<file path="src/rtl/noc_pkg.sv">
// Shared NoC router definitions: flit types, port indices, default sizes and
// the per-output allocator state encoding.
package noc_pkg;

    localparam int NP_DEF      = 5;
    localparam int DEPTH_DEF   = 4;
    localparam int PKT_LEN_DEF = 4;
    localparam int LL_DEF      = 16;
    localparam int SEL_W       = 3;

    localparam logic [1:0] FLIT_HEAD   = 2'b00;
    localparam logic [1:0] FLIT_BODY   = 2'b01;
    localparam logic [1:0] FLIT_TAIL   = 2'b10;
    localparam logic [1:0] FLIT_SINGLE = 2'b11;

    localparam int PORT_LOCAL = 0;
    localparam int PORT_N     = 1;
    localparam int PORT_E     = 2;
    localparam int PORT_S     = 3;
    localparam int PORT_W     = 4;

    typedef enum logic [1:0] {
        ST_IDLE    = 2'b00,
        ST_WAIT_CR = 2'b01,
        ST_XFER    = 2'b10
    } alloc_state_e;

    function automatic logic is_last_flit(input logic [1:0] ftype);
        return (ftype == FLIT_TAIL) || (ftype == FLIT_SINGLE);
    endfunction

endpackage

</file>
<file path="src/rtl/switch_allocator_rr_arbiter.sv">
// Combinational round-robin pick: first asserted request at or after ptr_i,
// wrapping modulo NP. One instance serves one router output.
module rr_arbiter
    import noc_pkg::*;
#(
    parameter int NP = NP_DEF,
    parameter int IW = SEL_W
) (
    input  logic [NP-1:0] req_i,
    input  logic [IW-1:0] ptr_i,
    output logic [NP-1:0] gnt_o,
    output logic [IW-1:0] idx_o
);

    // scan from the pointer position and stop at the first requester
    always_comb begin
        logic found;
        int   pos;
        gnt_o = '0;
        idx_o = '0;
        found = 1'b0;
        pos   = 0;
        for (int k = 0; k < NP; k++) begin
            pos = (int'(ptr_i) + k) % NP;
            if (!found && req_i[pos]) begin
                found      = 1'b1;
                gnt_o[pos] = 1'b1;
                idx_o      = IW'(pos);
            end else begin
                found = found;
            end
        end
    end

endmodule

</file>
<file path="src/rtl/switch_allocator.sv">
// Switch allocator: per output a round-robin arbiter, credit counter and packet
// lock (IDLE -> WAIT_CR -> XFER) that steers the crossbar until the tail passes.
module switch_allocator
    import noc_pkg::*;
#(
    parameter int NP      = NP_DEF,
    parameter int DEPTH   = DEPTH_DEF,
    parameter int PKT_LEN = PKT_LEN_DEF
) (
    input  logic                clk,
    input  logic                reset,
    input  logic [NP-1:0]       req_i,
    input  logic [SEL_W*NP-1:0] req_out_i,
    input  logic [NP-1:0]       flit_vld_i,
    input  logic [2*NP-1:0]     flit_type_i,
    input  logic [NP-1:0]       credit_ret_i,
    output logic [NP-1:0]       grant_o,
    output logic [NP-1:0]       st_ack_o,
    output logic [SEL_W*NP-1:0] xbar_sel_o,
    output logic [NP-1:0]       xbar_vld_o,
    output logic [NP-1:0]       busy_o,
    output logic [NP-1:0]       cr_err_o
);

    localparam int CW = $clog2(DEPTH + 1);
    localparam int FW = $clog2(PKT_LEN + 1);
    localparam logic [CW-1:0] CR_FULL = CW'(DEPTH);
    localparam logic [FW-1:0] CNT_MAX = FW'(PKT_LEN);

    alloc_state_e     state_q [NP];
    alloc_state_e     state_d [NP];
    logic [SEL_W-1:0] ptr_q   [NP];
    logic [SEL_W-1:0] ptr_d   [NP];
    logic [SEL_W-1:0] sel_q   [NP];
    logic [SEL_W-1:0] sel_d   [NP];
    logic [FW-1:0]    cnt_q   [NP];
    logic [FW-1:0]    cnt_d   [NP];
    logic [CW-1:0]    cr_q    [NP];
    logic [CW-1:0]    cr_d    [NP];

    logic [NP-1:0] grant_q, grant_d;
    logic [NP-1:0] st_ack_q, st_ack_d;
    logic [NP-1:0] busy_q, busy_d;
    logic [NP-1:0] cr_err_q, cr_err_d;
    logic [NP-1:0] xbar_vld_s;

    logic [NP-1:0]    cand_s    [NP];
    logic [NP-1:0]    arb_gnt_s [NP];
    logic [SEL_W-1:0] arb_idx_s [NP];

    // route decode; an out_num >= NP matches no output and is ignored
    always_comb begin
        for (int o = 0; o < NP; o++) begin
            for (int i = 0; i < NP; i++) begin
                cand_s[o][i] = req_i[i] && (req_out_i[SEL_W*i +: SEL_W] == SEL_W'(o));
            end
        end
    end

    for (genvar g = 0; g < NP; g++) begin : g_arb
        rr_arbiter #(.NP(NP), .IW(SEL_W)) u_rr_arbiter (
            .req_i (cand_s[g]),
            .ptr_i (ptr_q[g]),
            .gnt_o (arb_gnt_s[g]),
            .idx_o (arb_idx_s[g])
        );
    end

    // crossbar forwarding, only while the output holds a packet lock
    always_comb begin
        xbar_vld_s = '0;
        xbar_sel_o = '0;
        for (int o = 0; o < NP; o++) begin
            xbar_sel_o[SEL_W*o +: SEL_W] = sel_q[o];
            if (state_q[o] == ST_XFER) begin
                xbar_vld_s[o] = flit_vld_i[sel_q[o]];
            end else begin
                xbar_vld_s[o] = 1'b0;
            end
        end
    end

    // per-output next state, credit accounting and pulse generation
    always_comb begin
        grant_d  = '0;
        st_ack_d = '0;
        busy_d   = '0;
        cr_err_d = cr_err_q;
        for (int o = 0; o < NP; o++) begin
            state_d[o] = state_q[o];
            ptr_d[o]   = ptr_q[o];
            sel_d[o]   = sel_q[o];
            cnt_d[o]   = cnt_q[o];
            cr_d[o]    = cr_q[o];

            // a return and a forward in the same cycle cancel out
            if (credit_ret_i[o] && !xbar_vld_s[o]) begin
                if (cr_q[o] == CR_FULL) begin
                    cr_err_d[o] = 1'b1;
                end else begin
                    cr_d[o] = cr_q[o] + CW'(1);
                end
            end else if (!credit_ret_i[o] && xbar_vld_s[o] && (cr_q[o] != CW'(0))) begin
                cr_d[o] = cr_q[o] - CW'(1);
            end else begin
                cr_d[o] = cr_q[o];
            end

            case (state_q[o])
                ST_IDLE: begin
                    if (|cand_s[o]) begin
                        sel_d[o]   = arb_idx_s[o];
                        grant_d    = grant_d | arb_gnt_s[o];
                        ptr_d[o]   = (arb_idx_s[o] == SEL_W'(NP - 1)) ? SEL_W'(0)
                                                                      : arb_idx_s[o] + SEL_W'(1);
                        state_d[o] = ST_WAIT_CR;
                    end else begin
                        state_d[o] = ST_IDLE;
                    end
                end
                ST_WAIT_CR: begin
                    if (cr_q[o] == CR_FULL) begin
                        st_ack_d[sel_q[o]] = 1'b1;
                        cnt_d[o]           = FW'(0);
                        state_d[o]         = ST_XFER;
                    end else begin
                        state_d[o] = ST_WAIT_CR;
                    end
                end
                ST_XFER: begin
                    if (xbar_vld_s[o]) begin
                        cnt_d[o] = cnt_q[o] + FW'(1);
                        if (is_last_flit(flit_type_i[2*sel_q[o] +: 2]) ||
                            (cnt_q[o] + FW'(1) == CNT_MAX)) begin
                            state_d[o] = ST_IDLE;
                        end else begin
                            state_d[o] = ST_XFER;
                        end
                    end else begin
                        state_d[o] = ST_XFER;
                    end
                end
                default: begin
                    state_d[o] = ST_IDLE;
                end
            endcase

            busy_d[o] = (state_d[o] != ST_IDLE);
        end
    end

    // state and output registers
    always_ff @(posedge clk) begin
        if (reset) begin
            grant_q  <= '0;
            st_ack_q <= '0;
            busy_q   <= '0;
            cr_err_q <= '0;
            for (int o = 0; o < NP; o++) begin
                state_q[o] <= ST_IDLE;
                ptr_q[o]   <= SEL_W'(0);
                sel_q[o]   <= SEL_W'(0);
                cnt_q[o]   <= FW'(0);
                cr_q[o]    <= CR_FULL;
            end
        end else begin
            grant_q  <= grant_d;
            st_ack_q <= st_ack_d;
            busy_q   <= busy_d;
            cr_err_q <= cr_err_d;
            for (int o = 0; o < NP; o++) begin
                state_q[o] <= state_d[o];
                ptr_q[o]   <= ptr_d[o];
                sel_q[o]   <= sel_d[o];
                cnt_q[o]   <= cnt_d[o];
                cr_q[o]    <= cr_d[o];
            end
        end
    end

    assign grant_o    = grant_q;
    assign st_ack_o   = st_ack_q;
    assign busy_o     = busy_q;
    assign cr_err_o   = cr_err_q;
    assign xbar_vld_o = xbar_vld_s;

endmodule

</file>
<file path="config.mk">
export PLATFORM = sky130hd
export DESIGN_NAME = switch_allocator
export DESIGN_NICKNAME = d
export VERILOG_FILES = /design/src/rtl/noc_pkg.sv /design/src/rtl/switch_allocator_rr_arbiter.sv /design/src/rtl/switch_allocator.sv
export SDC_FILE = /design/constraint.sdc
export NUM_CORES = 1
export LEC_CHECK = 0
export ABC_AREA = 1
export CORE_ASPECT_RATIO = 1.25
export CORE_MARGIN = 5
export CORE_UTILIZATION = 68
export CTS_BUF_LIST = sky130_fd_sc_hd__clkbuf_8 sky130_fd_sc_hd__clkbuf_16
export CTS_CLUSTER_DIAMETER = 150
export CTS_CLUSTER_SIZE = 25
export DETAILED_ROUTE_END_ITERATION = 16
export GPL_TIMING_DRIVEN = 0
export MAX_ROUTING_LAYER = met4
export PLACE_DENSITY = 0.89
export REMOVE_ABC_BUFFERS = 1
export SLEW_MARGIN = 40
export SYNTH_ARGS = -nofsm -noshare
export SYNTH_HDL_FRONTEND = slang
export SYNTH_HIERARCHICAL = 1
export SYNTH_SLANG_ARGS = --single-unit
export TNS_END_PERCENT = 1
</file>
<file path="constraint.sdc">
create_clock -name clk -period 13.48 [get_ports clk]
set_input_delay 3.37 -clock clk [delete_from_list [all_inputs] [get_ports clk]]
set_output_delay 3.37 -clock clk [all_outputs]
set_load 0.01 [all_outputs]
</file>
==> results of run 1 <==
-- cell type report --
cell class	count	area [µm²]	area share, %
sequential	90	1800	10.3
multi-input combinational	2151	12500	71.9
inverter	445	1680	9.63
tap	292	365	2.09
clock inverter	7	77.6	0.445
clock buffer	9	225	1.29
timing repair buffer	76	756	4.33
-- layout by cell type (no fill, tap or decap), types with 12 or more instances in the layout --
master,Yosys,layout
nand2_1,684,684
nor2_2,14,14
dfxtp_1,90,89
nand3_2,42,42
a21oi_2,12,12
clkdlybuf4s50_1,0,75
a211oi_1,12,12
nand3_1,272,272
nor3_1,63,63
ha_1,162,162
o21ai_1,51,51
nand2_4,27,27
inv_1,352,351
xor2_1,28,28
a21oi_1,83,83
nand4_1,50,50
nor2_1,278,278
o21ai_2,17,17
inv_2,80,80
o211ai_1,25,25
o21ai_0,96,96
nand2_2,93,93
-- power breakdown --
part	switching [mW]	internal (mW)	total, mW
Sequential	0.126	0.341	0.468
Combinational	2.49	1.18	3.67
Clock	0.114	0.145	0.259
-- final timing paths --
kind	from	cells past startpoint	endpoint
max	flit_vld_i[1]	8	xbar_vld_o[0]
min	cr_err_o[4]	1	cr_err_o[4]
max reg2reg	ptr_q[0][0]	33	ptr_q[0][2]
min reg2reg	cr_err_o[4]	1	cr_err_o[4]
-- worst max-delay path: stages --
cell	delay, ns
clkdlybuf4s50_1	0.44
inv_1	0.21
nand2_1	0.08
nand3_1	0.12
nand2_1	0.09
o21ai_4	0.24
inv_1	0.14
clkdlybuf4s50_1	0.53
-- cell families (layout without fill, tap and decap cells) --
family                   after synthesis  in the layout
AO/OA/AOI/OAI                        351            351
XOR/XNOR                              34             34
adder cells (fa/ha/maj)              167            167
buffers and inverters                468            537
flip-flops                            90             90
AND/OR/NAND/NOR                     1599           1599
-- stage by stage --
stage	setup slack [ns]	instances	utilization, %	cell area, µm²	total power, mW
global placement	4.94	3054	72.7	17100	3.95
global route	4.78	3070	74.0	17400	4.87
finish	4.88	3070	74.0	17400	4.40
floorplan	6.09	2686	-	16000	3.30
CTS	4.90	3070	74.0	17400	4.35
detailed placement	4.92	3054	72.7	17100	4.08
-- Yosys cell counts, types with 10 or more instances --
library cell	n
nand2_1	684
inv_1	352
nor2_1	278
nand3_1	272
ha_1	162
o21ai_0	96
nand2_2	93
dfxtp_1	90
a21oi_1	83
inv_2	80
nor3_1	63
o21ai_1	51
nand4_1	50
nand3_2	42
xor2_1	28
nand2_4	27
o211ai_1	25
o21ai_2	17
nor2_2	14
a211oi_1	12
a21oi_2	12
clkbuf_1	11
nand3_4	10
nand4_2	10
nor2_8	10
o21a_1	10
-- registers in the layout, summed over array words and instances, names as in the netlist --
signal / flops
ptr_q: 15
cr_err_o: 5
cr_q: 15
state_q: 10
cnt_q: 15
st_ack_o: 5
grant_o: 5
busy_o: 5
sel_q: 15
-- metal layers --
| layer | part of all wire, % | up-vias | wire length, µm | global-route usage, % |
|---|---|---|---|---|
| met5 | 0 | - | 0 | - |
| met4 | 3.7 | 0 | 1660 | 14.0 |
| met3 | 5.8 | 135 | 2650 | 2.86 |
| met2 | 51 | 580 | 23200 | 62.1 |
| met1 | 40 | 8045 | 18000 | 36.8 |
| li1 | - | 8927 | - | - |
==> flow_summary.yaml, run 1 <==
outcome:
  outcome: "completed"
finish:
  n_antenna_cell: 0
  syn2layout_area_growth_pct: 8.15
  drive_above_1_share_pct: 13.5
  fillers: 2046
  nets: 2982
clock_tree:
  clk_pin_slew_ns: 0.07
  hold_buffers: 0
  cts_made_buffers: 9
  h-tree-depth: 3
  cts_tree: "done"
  cts_resized: 0
  post-cts-setup-buffers: 0
  cts_buffer_depth: 2
  cts_root_buffer: "clkbuf_16"
  clk_latency_ns: 0.35
  cts.sinks: 90
yosys:
  synth-xor-area-share_pct: 2.03
  syn_inst: 2709
  netlist_area_mm2: 0.0161
  synth-adder-area-share_pct: 13.2
  yosys.area.top_type: "nand2_1"
  ys_top_cells_by_area: "nand2_1 16%, ha_1 13%, dfxtp_1 11%, nand3_1 8.4%, inv_1 8.2%"
  yosys.area_share.simple_pct: 49.3
  synth_compound_area_share_pct: 13.2
  yosysTopAreaCellShare_pct: 15.9
  avgSynthCellArea_um2: 5.95
  synth_top_family_by_area: "simple AND/OR/NAND/NOR gates"
  synth-edff-count: 0
  synth_cell_types: 62
  async_flop_share_pct: 0
  synth_seq_area_share_pct: 11.2
  synth_ff_type: "dfxtp_1"
  synth_mux_area_share_pct: 0
  yosysWarnings: 6
  synth_seq_cells: 90
placement:
  place_hpwl_um: 37100
  gp_congestion: 1.03
  port_buffers: 76
timing:
  max_slew_margin_pct: 42.3
  drv_slew: 0
  worst_pin_slew_ns: 0.864
  holdWs_ns: 0.474
  period_needed_ns: 8.60
  finalCritPeriodShare_pct: 63.8
  fin_skew_ns: 0.00671
  fmax_mhz: 116
  setup_viol: 0
  hold_violations: 0
  fin_tns_setup_ns: 0
  grt_setup_unrepaired: "no"
detailed_routing:
  vias: 17687
  drt_iter0_drc: 1248
  vias_per_cell: 5.76
  ant_nets: 0
  wl_um: 45500
  wl_per_cell_um: 14.8
  dr.pass1.iters: 6
  drc: 0
floorplanning:
  die-area_mm2: 0.0269
  design.core.area_mm2: 0.0236
  die_w_um: 148
  io-pin-count: 82
  rows: 63
  start_util_pct: 68.4
  fp.dieH_um: 182
global_routing:
  grt_pass1_vias: 16790
  grt_max_degree: 53
  grtUsageTotal_pct: 33.6
  grt-ovfl-total: 0
  antenna_found_initial: 0
  grt_pass1_wl_um: 75300
flow_run:
  cap_violations: 0
worst_setup_path:
  rrSetupSlack_ns: 7.44
  critPathCaptureType: "output pin"
  worstPathArrival_ns: 5.23
  start_kind: "input port"
  path_class: "in2out"
  critPathRequiredTime_ns: 10.11
  worstPathMaxFanout: 7
pwr:
  p_per_area_mw_per_mm2: 252
  vdd_drop_max_uv: 142
  p_leak_nw: 8.94
hold_path:
  hold_class: "reg2reg"
Note: power is estimated with default switching activity, not from simulation.
==> inputs of run 2 (changes only) <==
--- a/config.mk
+++ b/config.mk
@@ -8,14 +8,14 @@
 export ABC_AREA = 1
 export CORE_ASPECT_RATIO = 1.25
 export CORE_MARGIN = 5
-export CORE_UTILIZATION = 68
+export CORE_UTILIZATION = 57
 export CTS_BUF_LIST = sky130_fd_sc_hd__clkbuf_8 sky130_fd_sc_hd__clkbuf_16
 export CTS_CLUSTER_DIAMETER = 150
 export CTS_CLUSTER_SIZE = 25
 export DETAILED_ROUTE_END_ITERATION = 16
 export GPL_TIMING_DRIVEN = 0
 export MAX_ROUTING_LAYER = met4
-export PLACE_DENSITY = 0.89
+export PLACE_DENSITY = 0.79
 export REMOVE_ABC_BUFFERS = 1
 export SLEW_MARGIN = 40
 export SYNTH_ARGS = -nofsm -noshare
==> constraint.sdc (replaced) <==
create_clock -name clk -period 7.8 [get_ports clk]
set_input_delay 1.95 -clock clk [delete_from_list [all_inputs] [get_ports clk]]
set_output_delay 1.95 -clock clk [all_outputs]
set_load 0.01 [all_outputs]
==> run 2 against run 1 <==
Against the previous run: worst setup slack got worse by 3.1 ns; combinational power increased by 72%; core utilization down 11 points; die area up 18%; count of clock-buffer cells in the layout is the same; total power is 73% higher; critical endpoint is now ptr_q[0][8].
==> flow_summary.yaml, run 2 (same netlist as run 1, synthesis figures left out) <==
global_routing:
  grt_pass1_wl_um: 75200
  grt_util_met3_pct: 3.41
  antenna_found_initial: 2
  met1_usage_pct: 33.4
  grt_max_degree: 53
  grt_pass1_vias: 16195
  grt-ovfl-total: 0
  busiest_layer: "met2"
  grtUsageTotal_pct: 28.6
  use_met2_pct: 51.3
finish:
  nets: 2983
  mostFrequentLayoutCell: "nand2_1"
  layout_common_cells: "684 x nand2_1, 352 x inv_1, 278 x nor2_1"
  instances_no_fill: 3131
  fillers: 2675
  fin_util_pct: 63.4
  syn2layout_area_growth_pct: 8.97
  final_area_mm2: 0.0176
  drive_above_1_share_pct: 13.6
timing:
  worst_pin_slew_ns: 0.813
  finalCritPeriodShare_pct: 76.7
  period_needed_ns: 5.98
  max_slew_margin_pct: 45.8
  fin_tns_setup_ns: 0
  holdWs_ns: 0.472
  fin_ws_ns: 1.82
  drv_slew: 0
  fmax_mhz: 167
  hold_violations: 0
  fin_skew_ns: 0.0118
  grt_setup_unrepaired: "no"
  setup_viol: 0
floorplanning:
  design.core.area_mm2: 0.0277
  fp.dieH_um: 198
  die-area_mm2: 0.0318
  io-pin-count: 82
  die_w_um: 160
  start_util_pct: 58.2
  rows: 68
pwr:
  vdd_drop_max_uv: 250
  p_leak_nw: 8.98
  pwr-share-comb_pct: 83.0
  pwr-share-seq_pct: 10.5
  totalPowerFinal_mw: 7.62
  switching_share_pct: 61.6
  pwr-share-clk_pct: 6.5
  intPower_mw: 2.92
  p_per_area_mw_per_mm2: 434
  power_switching_mw: 4.70
placement:
  dpl-instance-area_mm2: 0.0172
  pre_cts_ws_ns: 1.93
  gp_congestion: 1.02
  port_buffers: 76
  numPlacedInstances: 3113
  place_hpwl_um: 37400
worst_setup_path:
  crit_path_end: "ptr_q[0][8]"
  start_kind: "register"
  worstPathMaxFanout: 19
  crit_cells: 29
  critPathCaptureType: "register"
  worstPathArrival_ns: 6.26
  crit_slowest_cell: "dfxtp_1"
  path_class: "reg2reg"
  cp_slowest_stage_delay_ns: 0.85
  r2r-end: "ptr_q[0][8]"
  r2r_start: "ptr_q[0][6]"
  r2r_cells: 29
  crit_family: "simple AND/OR/NAND/NOR gates"
  crit_top_cell: "ha_1"
  critPathRequiredTime_ns: 8.07
  path_buf_inv: 6
  rrSetupSlack_ns: 1.82
  startpoint: "ptr_q[0][6]"
flow_run:
  cap_violations: 0
detailed_routing:
  wl_um: 45400
  ant_nets: 0
  drt_iter0_drc: 1204
  dr.pass1.iters: 8
  wl_per_cell_um: 14.5
  vias_per_cell: 5.58
  drc: 0
  vias: 17461
clock_tree:
  h-tree-depth: 3
  cts_made_buffers: 9
  post-cts-setup-buffers: 0
  clk_latency_ns: 0.36
  cts.sinks: 90
  cts_buffer_depth: 2
  cts_root_buffer: "clkbuf_16"
  cts_tree: "done"
  cts_resized: 0
  hold_buffers: 0
  clk_pin_slew_ns: 0.08
hold_path:
  hold_class: "reg2reg"
outcome:
  outcome: "completed"
-- run 2: changes by cell type in the layout (fill, tap and decap cells not counted), sizes merged --
| cell | previous run | this run |
|---|---|---|
| clkinvlp | 4 | 1 |
| clkinv | 14 | 12 |
| diode | 0 | 2 |
| buf | 1 | 2 |
| inv | 433 | 437 |
| bufinv | 1 | 2 |
-- run 2: area by class of cell --
| cell class | instances | area (µm²) | area share, % |
|---|---|---|---|
| Clock buffer | 9 | 225 | 1.28 |
| Multi-Input combinational cell | 2151 | 12500 | 71.3 |
| Tap cell | 350 | 438 | 2.49 |
| Timing Repair Buffer | 77 | 783 | 4.46 |
| Inverter | 445 | 1680 | 9.56 |
| Clock inverter | 7 | 100 | 0.570 |
| Antenna cell | 2 | 5.00 | 0.0285 |
| Sequential cell | 90 | 1810 | 10.3 |
-- run 2: power by group through the flow --
stage	registers, mW	clock network, mW	logic (mW)
6_report	0.802	0.494	6.32
4_1_cts	0.797	0.502	6.26
5_1_grt	0.824	0.520	7.12
2_1_floorplan	0.768	0	4.93
3_5_place_dp	0.805	0	6.23
3_3_place_gp	0.801	0	6.06
-- run 2: worst reg2reg max path: cells and delay by family (launching register included) --
| family | cells | cell delay [ns] |
|---|---|---|
| AOI/OAI and AO/OA | 3 | 0.56 |
| xor gates and xnor gates | 1 | 0.35 |
| buffers and inverters | 6 | 1.15 |
| and+or+nand+nor | 14 | 1.69 |
| DFF | 1 | 0.85 |
| adders and majority gates | 5 | 1.32 |
-- run 2: how the worst min path moves through the flow --
stage / start / end / slack, ns / cells past startpoint
2_1_floorplan: cr_q[0][11] / cr_q[0][11] / 0.45 / 2
3_3_place_gp: cr_err_o[4] / cr_err_o[4] / 0.45 / 1
3_5_place_dp: cr_err_o[4] / cr_err_o[4] / 0.46 / 1
4_1_cts: cr_err_o[4] / cr_err_o[4] / 0.47 / 1
5_1_grt: cr_err_o[4] / cr_err_o[4] / 0.50 / 1
6_report: cr_err_o[4] / cr_err_o[4] / 0.47 / 1
-- run 2: routing by layer --
metal | part of all wire, % | vias to the layer above | routed length (µm)
li1 | - | 8941 | -
met3 | 5.5 | 87 | 2520
met1 | 42 | 7931 | 19200
met5 | 0 | - | 0
met4 | 2.4 | 0 | 1110
met2 | 50 | 502 | 22700
